===== src/rtl/button_pkg.sv =====
// Shared definitions for the push-button input path: debounce FSM states and
// default timing constants derived from the 27 MHz board clock.
package button_pkg;

   typedef enum logic [1:0] {
      IDLE            = 2'd0,
      CONFIRM_PRESS   = 2'd1,
      HELD            = 2'd2,
      CONFIRM_RELEASE = 2'd3
   } btn_fsm_e;

   localparam int CLK_HZ              = 27_000_000;
   localparam int DEF_DEBOUNCE_CYCLES = CLK_HZ / 100;   // 10 ms
   localparam int DEF_REPEAT_DELAY    = CLK_HZ / 2;     // 0.5 s
   localparam int DEF_REPEAT_PERIOD   = CLK_HZ / 10;    // 0.1 s

   function automatic int cnt_width(input int max_val);
      return (max_val < 1) ? 1 : $clog2(max_val + 1);
   endfunction

   function automatic int max2(input int a, input int b);
      return (a > b) ? a : b;
   endfunction

endpackage


===== src/rtl/button_debounce.sv =====
// One push-button: 2-flop synchroniser, debounce FSM with saturating timer and
// registered press strobe; auto-repeat is built only with BUTTON_AUTO_REPEAT_EN.
module button_debounce
   import button_pkg::*;
#(
   parameter int DEBOUNCE_CYCLES = DEF_DEBOUNCE_CYCLES
`ifdef BUTTON_AUTO_REPEAT_EN
  ,parameter int REPEAT_DELAY    = DEF_REPEAT_DELAY
  ,parameter int REPEAT_PERIOD   = DEF_REPEAT_PERIOD
`endif
) (
   input  logic clk,
   input  logic rst,
   input  logic btn_n,
   output logic press_pulse,
   output logic btn_state
);

   localparam int             TW    = cnt_width(DEBOUNCE_CYCLES);
   localparam logic [TW-1:0]  T_END = TW'(DEBOUNCE_CYCLES);
   localparam logic [TW-1:0]  T_ONE = TW'(1);

   logic [1:0]    sync;
   logic          s;
   btn_fsm_e      state, state_n;
   logic [TW-1:0] timer, timer_n;
   logic          pulse_n;

`ifdef BUTTON_AUTO_REPEAT_EN
   localparam int             RW        = cnt_width(max2(REPEAT_DELAY, REPEAT_PERIOD));
   localparam logic [RW-1:0]  R_DELAY_M = RW'(REPEAT_DELAY - 1);
   localparam logic [RW-1:0]  R_PER_M   = RW'(REPEAT_PERIOD - 1);

   logic [RW-1:0] rep, rep_n;
   logic          rep_armed, rep_armed_n;   // first repeat already issued
`endif

   assign s         = ~sync[1];
   assign btn_state = (state == HELD) || (state == CONFIRM_RELEASE);

   always_ff @(posedge clk) begin
      if (rst) begin
         sync        <= 2'b11;
         state       <= IDLE;
         timer       <= '0;
         press_pulse <= 1'b0;
`ifdef BUTTON_AUTO_REPEAT_EN
         rep         <= '0;
         rep_armed   <= 1'b0;
`endif
      end else begin
         sync        <= {sync[0], btn_n};
         state       <= state_n;
         timer       <= timer_n;
         press_pulse <= pulse_n;
`ifdef BUTTON_AUTO_REPEAT_EN
         rep         <= rep_n;
         rep_armed   <= rep_armed_n;
`endif
      end
   end

   always_comb begin
      state_n = state;
      timer_n = timer;
      pulse_n = 1'b0;
`ifdef BUTTON_AUTO_REPEAT_EN
      rep_n       = rep;
      rep_armed_n = rep_armed;
`endif
      unique case (state)
         IDLE: begin
            if (s) begin
               state_n = CONFIRM_PRESS;
               timer_n = T_ONE;
            end
         end
         CONFIRM_PRESS: begin
            if (!s) begin
               state_n = IDLE;
               timer_n = '0;
            end else if (timer == T_END) begin
               state_n = HELD;
               timer_n = '0;
               pulse_n = 1'b1;
`ifdef BUTTON_AUTO_REPEAT_EN
               rep_n       = '0;
               rep_armed_n = 1'b0;
`endif
            end else begin
               timer_n = timer + T_ONE;
            end
         end
         HELD: begin
            if (!s) begin
               state_n = CONFIRM_RELEASE;
               timer_n = T_ONE;
            end
`ifdef BUTTON_AUTO_REPEAT_EN
            // Every cycle spent in HELD advances the repeat timer; it is frozen elsewhere.
            if (rep == (rep_armed ? R_PER_M : R_DELAY_M)) begin
               pulse_n     = 1'b1;
               rep_n       = '0;
               rep_armed_n = 1'b1;
            end else begin
               rep_n = rep + RW'(1);
            end
`endif
         end
         CONFIRM_RELEASE: begin
            if (s) begin
               state_n = HELD;
               timer_n = '0;
            end else if (timer == T_END) begin
               state_n = IDLE;
               timer_n = '0;
            end else begin
               timer_n = timer + T_ONE;
            end
         end
         default: begin
            state_n = IDLE;
            timer_n = '0;
         end
      endcase
   end

endmodule


===== src/rtl/button_input_counter.sv =====
// Two debounced push-buttons driving a modulo-2^WIDTH up/down counter for the LEDs.
// Optional auto-repeat while held: define BUTTON_AUTO_REPEAT_EN.
module button_input_counter
   import button_pkg::*;
#(
   parameter int WIDTH           = 6,
   parameter int DEBOUNCE_CYCLES = DEF_DEBOUNCE_CYCLES,
   parameter int REPEAT_DELAY    = DEF_REPEAT_DELAY,
   parameter int REPEAT_PERIOD   = DEF_REPEAT_PERIOD
) (
   input  logic             clk,
   input  logic             rst,
   input  logic [1:0]       btn_n,
   output logic [1:0]       press_pulse,
   output logic [1:0]       btn_state,
   output logic [WIDTH-1:0] count
);

   if (DEBOUNCE_CYCLES < 1 || REPEAT_DELAY < 1 || REPEAT_PERIOD < 1) begin : g_bad_timing
      $error("button_input_counter: timing parameters must be >= 1");
   end

   for (genvar i = 0; i < 2; i++) begin : g_btn
      button_debounce #(
         .DEBOUNCE_CYCLES (DEBOUNCE_CYCLES)
`ifdef BUTTON_AUTO_REPEAT_EN
        ,.REPEAT_DELAY    (REPEAT_DELAY)
        ,.REPEAT_PERIOD   (REPEAT_PERIOD)
`endif
      ) u_debounce (
         .clk         (clk),
         .rst         (rst),
         .btn_n       (btn_n[i]),
         .press_pulse (press_pulse[i]),
         .btn_state   (btn_state[i])
      );
   end

   // Simultaneous up and down strobes cancel.
   always_ff @(posedge clk) begin
      if (rst) begin
         count <= '0;
      end else begin
         unique case (press_pulse)
            2'b01:   count <= count + WIDTH'(1);
            2'b10:   count <= count - WIDTH'(1);
            default: count <= count;
         endcase
      end
   end

endmodule


===== config.mk =====
export PLATFORM = sky130hd
export DESIGN_NAME = button_input_counter
export DESIGN_NICKNAME = d
export VERILOG_FILES = /design/src/rtl/button_pkg.sv /design/src/rtl/button_debounce.sv /design/src/rtl/button_input_counter.sv
export SDC_FILE = /design/constraint.sdc
export NUM_CORES = 1
export LEC_CHECK = 0
export CELL_PAD_IN_SITES_DETAIL_PLACEMENT = 2
export CELL_PAD_IN_SITES_GLOBAL_PLACEMENT = 2
export CORE_MARGIN = 2
export CORE_UTILIZATION = 38
export CTS_BUF_LIST = sky130_fd_sc_hd__clkbuf_8
export DETAILED_ROUTE_END_ITERATION = 8
export PLACE_DENSITY_LB_ADDON = 0.1
export SLEW_MARGIN = 20
export SYNTH_ARGS = -nofsm -noshare
export SYNTH_HDL_FRONTEND = slang
export SYNTH_SLANG_ARGS = --single-unit

===== constraint.sdc =====
create_clock -name clk -period 2.8 [get_ports clk]
set_input_delay 0.56 -clock clk [delete_from_list [all_inputs] [get_ports clk]]
set_output_delay 0.56 -clock clk [all_outputs]
set_load 0.05 [all_outputs]

==> reports/qor.txt <==
CTS tree = done
Die width = 91.8 microns
Cts bufs inserted = 5
Fraction of layout cells with a size suffix above 1 = 0.0891
I/O pins = 14
Clock latency at the later pin of the worst-skew pair = 0.30 ns
Cell Area, Synth = 0.00293 sq mm
Placed insts = 442
PortBufs = 13
P_leak = 1.07 nW
Worst Setup End Kind = register
Yosys cell types = 56
Outcome = finished clean
Grt total ovfl = 0
Crit path launch type = register
Post-synth EDFFs = 0
DR vias = 2525
Most frequent cells in the layout = dfxtp_1, nand2_1, nor2_1
Net switching power = 0.000307 W
Final Instance Area = 0.00322 sq mm
Worst EP required = 2.99 ns
Post-route insts no fill = 450
Synth Instances = 344
Worst slew pin tran = 0.493 ns
Setup WS pre-CTS = 0.477 ns
N_diodes = 0
TNS Setup = 0 ns
Sw Share = 0.220
Setup violators final = 0
Reg2Reg Depth = 8
Combinational share of power = 0.036
Synth Warn # = 0
Sequential share of the synthesized area = 0.369
Vias in the first global route = 2651
Routed wire length = 7800 microns
Power Density = 433 mW/mm^2
Area grow syn2layout = 9.91%
F_max = 432 MHz
Row cnt = 32
CTS Root Cell = clkbuf_8
Placed cell areas = 0.00310 sq mm
CTS Hold Bufs = 0
Kind of critical path = reg -> reg
Placer Congestion = 0.800
Min Tclk post-route = 2.32 ns
Initial Util = 0.385
Initial antenna violation count = 0
Final slew viol count = 0
Via density = 5.61
Post-route ant nets = 0
Post-CTS setup buffer count = 0
Global-route wire length before repair = 13400 microns
Critical path peak fanout = 10
Critical Path AT = 2.51 ns
Worst Setup Slack, final = 0.484 ns
Fillcell total = 884
Commonest non-fill, non-tap cell in the layout = dfxtp_1
Clock power frac = 0.405
Final hold vios = 0
Peak VDD IR = 215 uV
GR Util All Layers = 0.197
Drt pass-1 iters = 4
#FFs+latches synth = 54
Mean Syn Cell Area = 8.52 sq um
Clock Pin Slew Worst Setup and Hold Paths = 0.11 ns
CTS Sinks = 54
Fraction of registers with async set or reset after synthesis = 0
Period Utilization, post-route = 0.827
Htree depth = 2
NumNets Final = 361
Die ar. = 0.00843 sq mm
Post_cts resized = 0
Largest net degree at the start of global routing = 35
DP HPWL = 5710 microns
Core region area = 0.00761 sq mm
Die span in y = 91.8 microns
Top_reg_cell synth = dfxtp_1
Drt wl/cell = 17.3 microns
Post-synthesis net count = 358
Max-cap viol count = 0
RSZ-0062 raised after global routing = no
Worst-case clock buffer depth = 2
Remaining DRCs = 0
Initial DRC Count = 114
Hold path cells = 1
Hold crit path type = reg -> reg
Seq pwr share = 0.559
P_int = 0.00109 W
Max_slew headroom = 0.667
Clock Skew = 0.00909 ns
[registers in the layout, summed over array words and instances (netlist names), named ones only]
signal                        cells
count                             6
g_btn.u_debounce.state            2
g_btn.u_debounce.press_pulse      2
g_btn.u_debounce.timer           38
g_btn.u_debounce.sync             4
[final cells by class]
cell class              instances  area [sq um]  share of cell area
multi-input cells             251          1650               0.513
flip-flops and latches         54          1080               0.336
repair buffers                 20           183              0.0567
well taps                     102           128              0.0396
clock buffers                   6          82.6              0.0256
inverters                      15          56.3              0.0175
clock inverters                 2          38.8              0.0120
[synthesized netlist by cell type (5+ instances only)]
library cell	instances	area (sq um)
nor4b_1	10	87.6
nand4_1	5	31.3
xnor2_1	11	96.3
nand2b_1	6	37.5
or2_2	6	37.5
dfxtp_1	54	1080
and4_1	8	70.1
a41oi_1	6	52.6
and2_1	6	37.5
a21oi_1	19	95.1
ha_1	9	113
nand2_1	28	105
inv_1	15	56.3
a31oi_1	20	125
nand3_1	16	80.1
nor2_1	21	78.8
o21ai_0	13	65.1
nor3_1	11	55.1
clkbuf_1	12	45.0
[per-layer routing]
metal  track usage  routed length (microns)  vias up
li1              -                        -     1266
met1         0.268                     3970     1241
met2         0.336                     3680       16
met3        0.0279                      103        2
met4        0.0336                       38        0
met5             0                        0        -
[cells by family (layout without fill, tap and decap cells)]
family / Yosys count / count (layout) / share of synthesized area
AO/OA/AOI/OAI: 83 / 83 / 0.192
adder cells (fa/ha/maj): 10 / 10 / 0.0453
AND/OR/NAND/NOR: 139 / 139 / 0.268
multiplexers: 4 / 4 / 0.0137
flip-flops: 54 / 54 / 0.369
XOR/XNOR: 15 / 15 / 0.0448
buffers and inverters: 39 / 43 / 0.0675
[through the flow]
step	power, W	hold slack, ns	util
final	0.00139	0.433	0.423
after CTS	0.00141	0.437	0.423
after global routing	0.00145	0.448	0.423
after detailed placement	0.000847	0.407	0.407
after global placement	0.000846	0.391	0.407
after floorplan	0.000827	0.389	-
[power by group through the flow]
| stage | Combinational, W | Sequential [W] | Clock [W] |
|---|---|---|---|
| 2_1_floorplan | 0.0000335 | 0.000794 | 0 |
| 3_3_place_gp | 0.0000493 | 0.000797 | 0 |
| 3_5_place_dp | 0.0000504 | 0.000797 | 0 |
| 4_1_cts | 0.0000510 | 0.000779 | 0.000582 |
| 5_1_grt | 0.0000566 | 0.000780 | 0.000613 |
| 6_report | 0.0000501 | 0.000779 | 0.000564 |
[critical path, cell delays in order, from the launching register on]
cell and delay, ns:
dfxtp_1 0.35, inv_1 0.05, ha_1 0.31, ha_1 0.26, or4b_2 0.63, a311o_1 0.28
o311ai_0 0.11, xnor2_1 0.17, nor2_1 0.05
[worst paths after layout]
| kind | startpoint | end | slack (ns) |
|---|---|---|---|
| setup reg to reg | g_btn[0].u_debounce.press_pulse$_SDFF_PP0_ | count[5]$_SDFFE_PP0P_ | 0.48 |
| hold / removal | g_btn[0].u_debounce.sync[0]$_SDFF_PP1_ | g_btn[0].u_debounce.sync[1]$_SDFF_PP1_ | 0.43 |
| hold reg to reg | g_btn[0].u_debounce.sync[0]$_SDFF_PP1_ | g_btn[0].u_debounce.sync[1]$_SDFF_PP1_ | 0.43 |
| setup / recovery | g_btn[0].u_debounce.press_pulse$_SDFF_PP0_ | count[5]$_SDFFE_PP0P_ | 0.48 |
(Power assumes the default switching activity.)
